$ cat src/rtl/am_envelope_demod_pkg.sv
// Shared definitions for the AM envelope demodulator.
//   MID_SCALE : midscale reference; the AM modulator uses the same 2047 baseline
//   RECT_W    : width of the rectified magnitude (saturated to 2047)
//   state_e   : demodulator FSM state codes (WARMUP / RUN)
//   abs_diff  : |a - b| for unsigned 12-bit operands
package am_envelope_demod_pkg;

  localparam logic [11:0] MID_SCALE = 12'd2047;
  localparam int          RECT_W    = 11;

  typedef enum logic {
    WARMUP = 1'b0,
    RUN    = 1'b1
  } state_e;

  function automatic logic [11:0] abs_diff(input logic [11:0] a, input logic [11:0] b);
    return (a > b) ? (a - b) : (b - a);
  endfunction

endpackage

$ cat src/rtl/am_envelope_demod_rectifier.sv
// Stage 1 of the envelope demodulator: full-wave rectification about MID.
// Ports:
//   clk, rst   : clock, asynchronous active-low reset
//   en         : demod enable; low suppresses sample capture and clears rect_v
//   adc_in     : 12-bit offset-binary sample
//   adc_valid  : adc_in qualifier
//   rect       : |adc_in - MID| saturated to 2047 (registered)
//   sat        : set when the raw magnitude was 2048 (registered with rect)
//   rect_v     : adc_valid && en delayed one cycle; qualifies rect/sat
module am_envelope_demod_rectifier
  import am_envelope_demod_pkg::*;
#(
  parameter logic [11:0] MID = MID_SCALE
) (
  input  logic              clk,
  input  logic              rst,
  input  logic              en,
  input  logic [11:0]       adc_in,
  input  logic              adc_valid,
  output logic [RECT_W-1:0] rect,
  output logic              sat,
  output logic              rect_v
);

  logic [11:0] raw;
  logic        raw_sat;

  // Raw magnitude spans 0..2048; only 2048 exceeds the 11-bit range.
  assign raw     = abs_diff(adc_in, MID);
  assign raw_sat = (raw == 12'd2048);

  always_ff @(posedge clk or negedge rst) begin
    if (!rst) begin
      rect   <= '0;
      sat    <= 1'b0;
      rect_v <= 1'b0;
    end else begin
      rect_v <= adc_valid && en;
      if (adc_valid && en) begin
        rect <= raw_sat ? {RECT_W{1'b1}} : raw[RECT_W-1:0];
        sat  <= raw_sat;
      end
    end
  end

endmodule

$ cat src/rtl/am_envelope_demod.sv
// AM envelope demodulator: rectify about midscale, integrate-and-dump over
// 2^LOG2_N valid samples, emit one 12-bit envelope sample per window.
// Build option: define AM_DEMOD_PEAK_EN to track the window maximum instead
// of the window mean (timing, FSM and clip behaviour unchanged).
// Ports:
//   clk, rst     : clock, asynchronous active-low reset
//   en           : enable; low flushes the window and returns to WARMUP
//   adc_in       : 12-bit offset-binary ADC sample
//   adc_valid    : adc_in qualifier, one sample per high cycle
//   demod_out    : recovered envelope {value[10:0],1'b0}, held between pulses
//   demod_valid  : one-cycle pulse when demod_out updates
//   clip         : window contained a saturated sample; qualified by demod_valid
//   fsm_state    : current FSM state, for observation
// Handshake: adc_valid is a pure qualifier (no backpressure); demod_valid is a
// single-cycle strobe and demod_out/clip are stable from it until the next one.
module am_envelope_demod
  import am_envelope_demod_pkg::*;
#(
  parameter int          LOG2_N = 6,
  parameter logic [11:0] MID    = MID_SCALE
) (
  input  logic        clk,
  input  logic        rst,
  input  logic        en,
  input  logic [11:0] adc_in,
  input  logic        adc_valid,
  output logic [11:0] demod_out,
  output logic        demod_valid,
  output logic        clip,
  output state_e      fsm_state
);

  localparam int ACC_W = RECT_W + LOG2_N;

  logic [RECT_W-1:0] rect;
  logic              sat;
  logic              rect_v;

  logic [ACC_W-1:0]  acc;
  logic [ACC_W-1:0]  acc_next;
  logic [LOG2_N-1:0] cnt;
  logic              clip_acc;
  logic              win_end;
  logic [RECT_W-1:0] window_val;

  logic [RECT_W-1:0] mean_q;
  logic              clip_q;
  logic              pulse_q;

  state_e state_q, state_d;

  am_envelope_demod_rectifier #(.MID(MID)) u_rect (
    .clk       (clk),
    .rst       (rst),
    .en        (en),
    .adc_in    (adc_in),
    .adc_valid (adc_valid),
    .rect      (rect),
    .sat       (sat),
    .rect_v    (rect_v)
  );

  assign win_end = rect_v && en && (cnt == {LOG2_N{1'b1}});

`ifdef AM_DEMOD_PEAK_EN
  // Running maximum held in the low bits of acc; upper bits stay zero.
  always_comb begin
    acc_next   = (ACC_W'(rect) > acc) ? ACC_W'(rect) : acc;
    window_val = acc_next[RECT_W-1:0];
  end
`else
  // The window sum includes the closing sample; >>LOG2_N leaves exactly RECT_W bits.
  always_comb begin
    acc_next   = acc + ACC_W'(rect);
    window_val = acc_next[ACC_W-1:LOG2_N];
  end
`endif

  // FSM: the first window after reset or enable only primes the pipeline.
  always_ff @(posedge clk or negedge rst) begin
    if (!rst) state_q <= WARMUP;
    else      state_q <= state_d;
  end

  always_comb begin
    state_d = state_q;
    if (!en)          state_d = WARMUP;
    else if (win_end) state_d = RUN;
  end

  assign fsm_state = state_q;

  // Accumulate / dump, then a result register and the output register.
  always_ff @(posedge clk or negedge rst) begin
    if (!rst) begin
      acc         <= '0;
      cnt         <= '0;
      clip_acc    <= 1'b0;
      mean_q      <= '0;
      clip_q      <= 1'b0;
      pulse_q     <= 1'b0;
      demod_out   <= '0;
      demod_valid <= 1'b0;
      clip        <= 1'b0;
    end else begin
      pulse_q <= 1'b0;
      if (!en) begin
        acc      <= '0;
        cnt      <= '0;
        clip_acc <= 1'b0;
      end else if (rect_v) begin
        if (win_end) begin
          acc      <= '0;
          cnt      <= '0;
          clip_acc <= 1'b0;
          if (state_q == RUN) begin
            mean_q  <= window_val;
            clip_q  <= clip_acc | sat;
            pulse_q <= 1'b1;
          end
        end else begin
          acc      <= acc_next;
          cnt      <= cnt + LOG2_N'(1);
          clip_acc <= clip_acc | sat;
        end
      end
      demod_valid <= pulse_q;
      if (pulse_q) begin
        demod_out <= {mean_q, 1'b0};
        clip      <= clip_q;
      end
    end
  end

endmodule

$ cat config.mk
export PLATFORM = sky130hd
export DESIGN_NAME = am_envelope_demod
export DESIGN_NICKNAME = d
export VERILOG_FILES = /design/src/rtl/am_envelope_demod_pkg.sv /design/src/rtl/am_envelope_demod_rectifier.sv /design/src/rtl/am_envelope_demod.sv
export SDC_FILE = /design/constraint.sdc
export NUM_CORES = 1
export LEC_CHECK = 0
export CORE_UTILIZATION = 45
export CTS_BUF_LIST = sky130_fd_sc_hd__clkbuf_4
export DETAILED_ROUTE_END_ITERATION = 10
export GPL_ROUTABILITY_DRIVEN = 0
export GPL_TIMING_DRIVEN = 1
export PLACE_DENSITY = 0.73
export SYNTH_ARGS = -nofsm -noshare
export SYNTH_HDL_FRONTEND = slang
export SYNTH_SLANG_ARGS = --single-unit
$ cat constraint.sdc
create_clock -name clk -period 2.7 [get_ports clk]
set_input_delay 0.675 -clock clk [delete_from_list [all_inputs] [get_ports clk]]
set_output_delay 0.675 -clock clk [all_outputs]
set_load 0.03 [all_outputs]
==> flow_summary.ini <==
[run_status]
run_status = complete, no violations

[cts]
cts_resized = 0
clock_sinks = 64
clkSlewWorstSetupHoldPaths_ns = 0.12
cts_root_buffer = clkbuf_4
tritoncts = built
clock_latency_ns = 0.42
h-tree-depth = 3
postCtsSetupBuffers = 0
cts_hold_buffers = 0
max-clock-path-buffers = 2
cts_made_buffers = 9

[placement]
numPortBuffers = 29
post-dp-hpwl_um = 4920
dpl_worst_slack_ns = 0.360

[route]
drc = 0
wl_um = 6680
wire_per_inst_um = 13.9
first_pass_iters = 4
viasPerCell = 5.32
drtIter0Drc = 132
vias = 2561
antenna_left = 0

[synthesis]
synth.area.top_cells = dfrtp_1 (47%), mux2_2 (5.0%), ha_1 (4.8%)
yosysSeqAreaShare_pct = 47.1
synth_edf_count = 0
synthCells = 345
synth_ff_type = dfrtp_1
ys_async_sr_fraction_pct = 100
avgSynthCellArea_um2 = 9.86
yosys_warnings = 0
synth_nets = 375
yosys_register_bits = 64
synth_top_area_share_pct = 47.1
yosysTopAreaCell = dfrtp_1
netlist_area_um2 = 3400
yosysUniqueCellTypes = 52

[critical_path]
cp_num_cells = 9
worstPathArrival_ns = 2.56
crit_family = adder cells
cp-start-kind = register
cp_max_fo = 3
critical_path.startpoint = acc[0]
setup.worst_path.class = register to register
slowest_stage = fa_1
slowest_delay_ns = 0.39
worstPathRequired_ns = 3.02
r2r_slack_ns = 0.46
critical_path_buf_inv_count = 1
reg2reg_depth = 9
crit_path_end_kind = register
rr_endpoint = mean_q[4]
rr_startpoint = acc[0]
path_cells = ha_1, inv_1, fa_1, nand2b_1, a21oi_2, o311ai_4, and2b_1, xnor2_1, mux2_4
crit_end = mean_q[4]

[die]
fp.dieArea_um2 = 7910
initial_core_util_pct = 46.7
core_um2 = 7290
die_h_um = 89.0
floorplan.die.width_um = 89.0
rows = 31
boundaryPins = 31

[global_routing]
grt-ovfl-total = 0
met1_usage_pct = 26.0
use_met3_pct = 4.16
grt_max_degree = 38
grt_usage_pct = 19.6
use_met2_pct = 30.8
top_usage_layer = met2
grt_pass1_wl_um = 11600
antenna_found_initial = 0
grt_pass1_vias = 2485

[power_and_ir_drop]
p_per_area_nw_per_um2 = 538
ir_worst_vdd_mv = 0.312
power.leakage_nw = 1.76

[sta]
setup_slack_ns = 0.456
rsz0062_at_grt = no
setup_tns_ns = 0
hold_ws_ns = 0.258
post-route-period-util_pct = 83.1
fmax_mhz = 446
fin_skew_ns = 0.0189
finalHoldViolCount = 0
slew_headroom_pct = 58.8
period_minus_slack_ns = 2.24
report.final.slew_viol_count = 0
tightestPinTransition_ns = 0.617
setup_viol = 0

[layout]
final_common_cell = dfrtp_1
final_core_util_pct = 54.2
fillers = 652
num-nets-final = 408
drive_gt1_share_pct = 13.1
most-common-layout-cells = dfrtp_1 (64), nand2_1 (34), clkdlybuf4s50_1 (28)
syn_to_final_growth_pct = 16.1
antennaDiodeCount = 0

[run]
max_cap_viol_count = 0

[worst_hold_path]
hp-class = primary input to async pin
## Yosys cell counts (5+ instances only)
library cell / n
a22o_1: 5
nor2_1: 27
o21ai_1: 10
a31oi_1: 7
and2_1: 6
nand2_1: 34
ha_1: 13
nor2b_1: 5
o21ai_0: 14
nand2b_1: 6
nand4_1: 8
clkbuf_1: 11
dfrtp_1: 64
xnor2_1: 11
a211o_1: 5
mux2_2: 15
nand3_1: 14
a21oi_1: 21
xor2_1: 10
inv_1: 11
## power breakdown
part,internal [mW],switching (mW),leakage (nW)
clock network,0.274,0.346,0.0715
logic,0.190,0.268,0.831
registers,1.01,0.0393,0.856
## layer usage
metal	vias up	part of all wire, %
met2	60	48
met1	1215	46
met4	0	2.0
met5	-	0
li1	1274	-
met3	12	4.2
## worst min path at each step
stage / slack (ns) / end / from
final: 0.26 / mean_q[4] / rst
after floorplan: 0.38 / acc[0] / rst
after CTS: 0.26 / mean_q[4] / rst
after detailed placement: 0.46 / mean_q[0] / mean_q[0]
after global placement: 0.46 / mean_q[0] / mean_q[0]
after global routing: 0.30 / demod_out[1] / rst
## stage by stage
step / area (um2) / instances / power (mW)
after detailed placement: 3820 / 466 / 1.52
after global placement: 3820 / 466 / 1.51
after CTS: 3950 / 481 / 2.16
after floorplan: 3400 / 345 / 1.39
final: 3950 / 481 / 2.12
after global routing: 3950 / 481 / 2.25
## kinds of logic (layout without fill, tap and decap cells)
family | Yosys count | in the layout | share of synthesized area (%)
DFF | 64 | 64 | 47.1
buffers and inverters | 28 | 65 | 3.38
adders and majority gates | 14 | 14 | 5.37
xor gates and xnor gates | 21 | 21 | 5.41
AOI/OAI and AO/OA | 85 | 85 | 16.4
and+or+nand+nor | 114 | 114 | 16.3
muxes | 18 | 18 | 5.99
other | 1 | 1 | 0.110
## area by class of cell
type / count / area [um2] / share of cell area, %
multi-input cells: 253 / 1690 / 42.7
well taps: 99 / 124 / 3.14
clock buffers: 9 / 67.6 / 1.71
inverters: 12 / 45.0 / 1.14
clock inverters: 6 / 61.3 / 1.55
flip-flops and latches: 64 / 1600 / 40.5
repair buffers: 38 / 365 / 9.25
## state kept, by name, summed over array words and instances (netlist names), 6 cells and up
| register | count |
|---|---|
| u_rect.rect | 11 |
| mean_q | 11 |
| acc | 17 |
| cnt | 6 |
| demod_out | 11 |
(Power assumes the default switching activity.)
==> patch: new RTL, same flow settings <==
Put one more register stage on the output `demod_out`, without a reset. The value now appears one clock later. The other outputs are not delayed to match. Comments in the files are not updated.
--- a/src/rtl/am_envelope_demod.sv
+++ b/src/rtl/am_envelope_demod.sv
@@ -32,4 +32,6 @@
 
   localparam int ACC_W = RECT_W + LOG2_N;
+
+  logic [11:0] demod_s0;
 
   logic [RECT_W-1:0] rect;
@@ -100,5 +102,5 @@
       clip_q      <= 1'b0;
       pulse_q     <= 1'b0;
-      demod_out   <= '0;
+      demod_s0    <= '0;
       demod_valid <= 1'b0;
       clip        <= 1'b0;
@@ -127,5 +129,5 @@
       demod_valid <= pulse_q;
       if (pulse_q) begin
-        demod_out <= {mean_q, 1'b0};
+        demod_s0 <= {mean_q, 1'b0};
         clip      <= clip_q;
       end
@@ -133,4 +135,8 @@
   end
 
+  always_ff @(posedge clk) begin
+    demod_out <= demod_s0;
+  end
+
 endmodule
 
Check against the original RTL: no difference found for any inputs over 10 cycles, from zero or initial values and one cycle with rst low; that may be too few to reach the edited logic, so the function may still have changed.
==> patch against the original RTL <==
Synthesized cell count is 1.7% higher; routed wire length decreased by 4.8%; sequential share of layout area increased by 2.9 points; total power increased by 13%; area after synthesis grew 4.9%; worst setup slack got worse by 0.23 ns; sequential cell count rose by 11; die area is 4.7% higher; final area up 6.1%; critical path type unchanged; highest routed layer unchanged.
==> patch: results (changes against the original RTL) <==
<table>
<tr><th>Metric</th><th>Value</th></tr>
<tr><th colspan="2">Worst setup path</th></tr>
<tr><td>Reg-to-Reg End</td><td>acc[12]$_DFFE_PN0P_</td></tr>
<tr><td>Data arrival, critical path</td><td>2.81 ns (+0.25 ns)</td></tr>
<tr><td>Reg-to-reg slack, setup</td><td>0.23 ns (-0.23 ns)</td></tr>
<tr><td>Family of cells with the greatest summed delay on the critical path</td><td>compound AO/OA/AOI/OAI gates</td></tr>
<tr><td>R2R Path Start</td><td>u_rect.rect[0]$_DFFE_PN0P_</td></tr>
<tr><th colspan="2">Pwr</th></tr>
<tr><td>Worst supply voltage drop on vdd</td><td>0.3230 mV (+3.5%)</td></tr>
<tr><td>Cell Int Power</td><td>1.797 mW (+22%)</td></tr>
<tr><td>Ratio of total power to cell area</td><td>572.5 nW/um^2 (+6.4%)</td></tr>
<tr><td>Power share of the sequential group</td><td>49.8% (+0.5 points)</td></tr>
<tr><td>Standby leakage power</td><td>1.878 nW (+6.8%)</td></tr>
<tr><th colspan="2">Run status</th></tr>
<tr><td>Outcome</td><td>complete, no violations</td></tr>
<tr><th colspan="2">Routing</th></tr>
<tr><td>Iter 0 DRT Violations</td><td>157 (+19%)</td></tr>
<tr><td>Post-DR vias/cell</td><td>5.209 (-2.2%)</td></tr>
<tr><td>Number of detailed-routing iterations run before antenna repair</td><td>5 (+1)</td></tr>
<tr><th colspan="2">Finish</th></tr>
<tr><td>Number of nets at the end of the flow</td><td>415 (+1.7%)</td></tr>
<tr><td>Fraction of final layout cells with drive strength greater than 1</td><td>11.28% (-1.8 points)</td></tr>
<tr><th colspan="2">Yosys</th></tr>
<tr><td>Multiplexer share of the synthesized area</td><td>5.858% (-0.14 points)</td></tr>
<tr><td>Xor/xnor cell area share of the yosys netlist</td><td>5.647% (+0.24 points)</td></tr>
<tr><td>Share of synthesized flip-flops with an asynchronous set or reset</td><td>85.33% (-15 points)</td></tr>
<tr><td>Number of distinct library cells after synthesis</td><td>44 (-15%)</td></tr>
<tr><td>List of most frequent post-synthesis cells</td><td>64 x sky130_fd_sc_hd__dfrtp_1, 50 x sky130_fd_sc_hd__nand2_1, 29 x sky130_fd_sc_hd__o21ai_0, 18 x sky130_fd_sc_hd__a21oi_1</td></tr>
<tr><th colspan="2">Global routing</th></tr>
<tr><td>Wire length of the first global-routing pass</td><td>11.59 mm (-0.41%)</td></tr>
<tr><td>Via count of the first global-routing pass</td><td>2562 (+3.1%)</td></tr>
<tr><td>Total track usage</td><td>17.23% (-2.3 points)</td></tr>
<tr><td>Maximum number of pins on one net before global-route repair</td><td>37 (-2.6%)</td></tr>
<tr><th colspan="2">Timing</th></tr>
<tr><td>Worst hold slack</td><td>0.2878 ns (+0.02961 ns)</td></tr>
<tr><td>Maximum clock skew at final layout</td><td>0.01559 ns (-0.003334 ns)</td></tr>
<tr><th colspan="2">Placement</th></tr>
<tr><td>Placed wire-length estimate</td><td>4.631 mm (-5.8%)</td></tr>
<tr><td>Pre-CTS setup slack</td><td>0.2686 ns (-0.09136 ns)</td></tr>
</table>
## patch: worst max path at each step
| stage | to | slack, ns | startpoint |
|---|---|---|---|
| 5_1_grt | acc[12]$_DFFE_PN0P_ | 0.10 | u_rect.rect[0]$_DFFE_PN0P_ |
| 4_1_cts | acc[16]$_DFFE_PN0P_ | 0.25 | u_rect.rect[0]$_DFFE_PN0P_ |
| 3_5_place_dp | acc[16]$_DFFE_PN0P_ | 0.27 | u_rect.rect[0]$_DFFE_PN0P_ |
| 3_3_place_gp | u_rect.rect[8]$_DFFE_PN0P_ | 0.33 | adc_in[0] |
| 6_report | acc[12]$_DFFE_PN0P_ | 0.23 | u_rect.rect[0]$_DFFE_PN0P_ |
| 2_1_floorplan | acc[14]$_DFFE_PN0P_ | 0.50 | u_rect.rect[0]$_DFFE_PN0P_ |
## patch: through the flow
step	cells	utilization, %
finish	492	54.52
global route	492	54.52
CTS	492	54.52
detailed placement	476	52.10
global placement	476	52.10
floorplan	351	-
## patch: cell type report
cell class              count  area [sq um]
multi-input cells         250          1644
clock inverters             5         103.9
fillers                   680          3496
repair buffers             36         362.8
clock buffers              11         82.58
well taps                 102         127.6
flip-flops and latches     75          1822
inverters                  13         48.80
## patch: kinds of logic (layout without fill, tap and decap cells)
group	Yosys count	count (layout)
other	1	1
xor gates and xnor gates	23	23
and+or+nand+nor	106	106
muxes	19	19
buffers and inverters	26	65
DFF	75	75
AOI/OAI and AO/OA	87	87
adders and majority gates	14	14
## patch: routing by layer
metal / GRT usage, % / wire length [microns] / vias up
met4: 7.540 / 113 / 0
li1: - / - / 1290
met2: 28.09 / 2951 / 46
met3: 2.680 / 180 / 14
met5: 0 / 0 / -
met1: 22.77 / 3109 / 1213
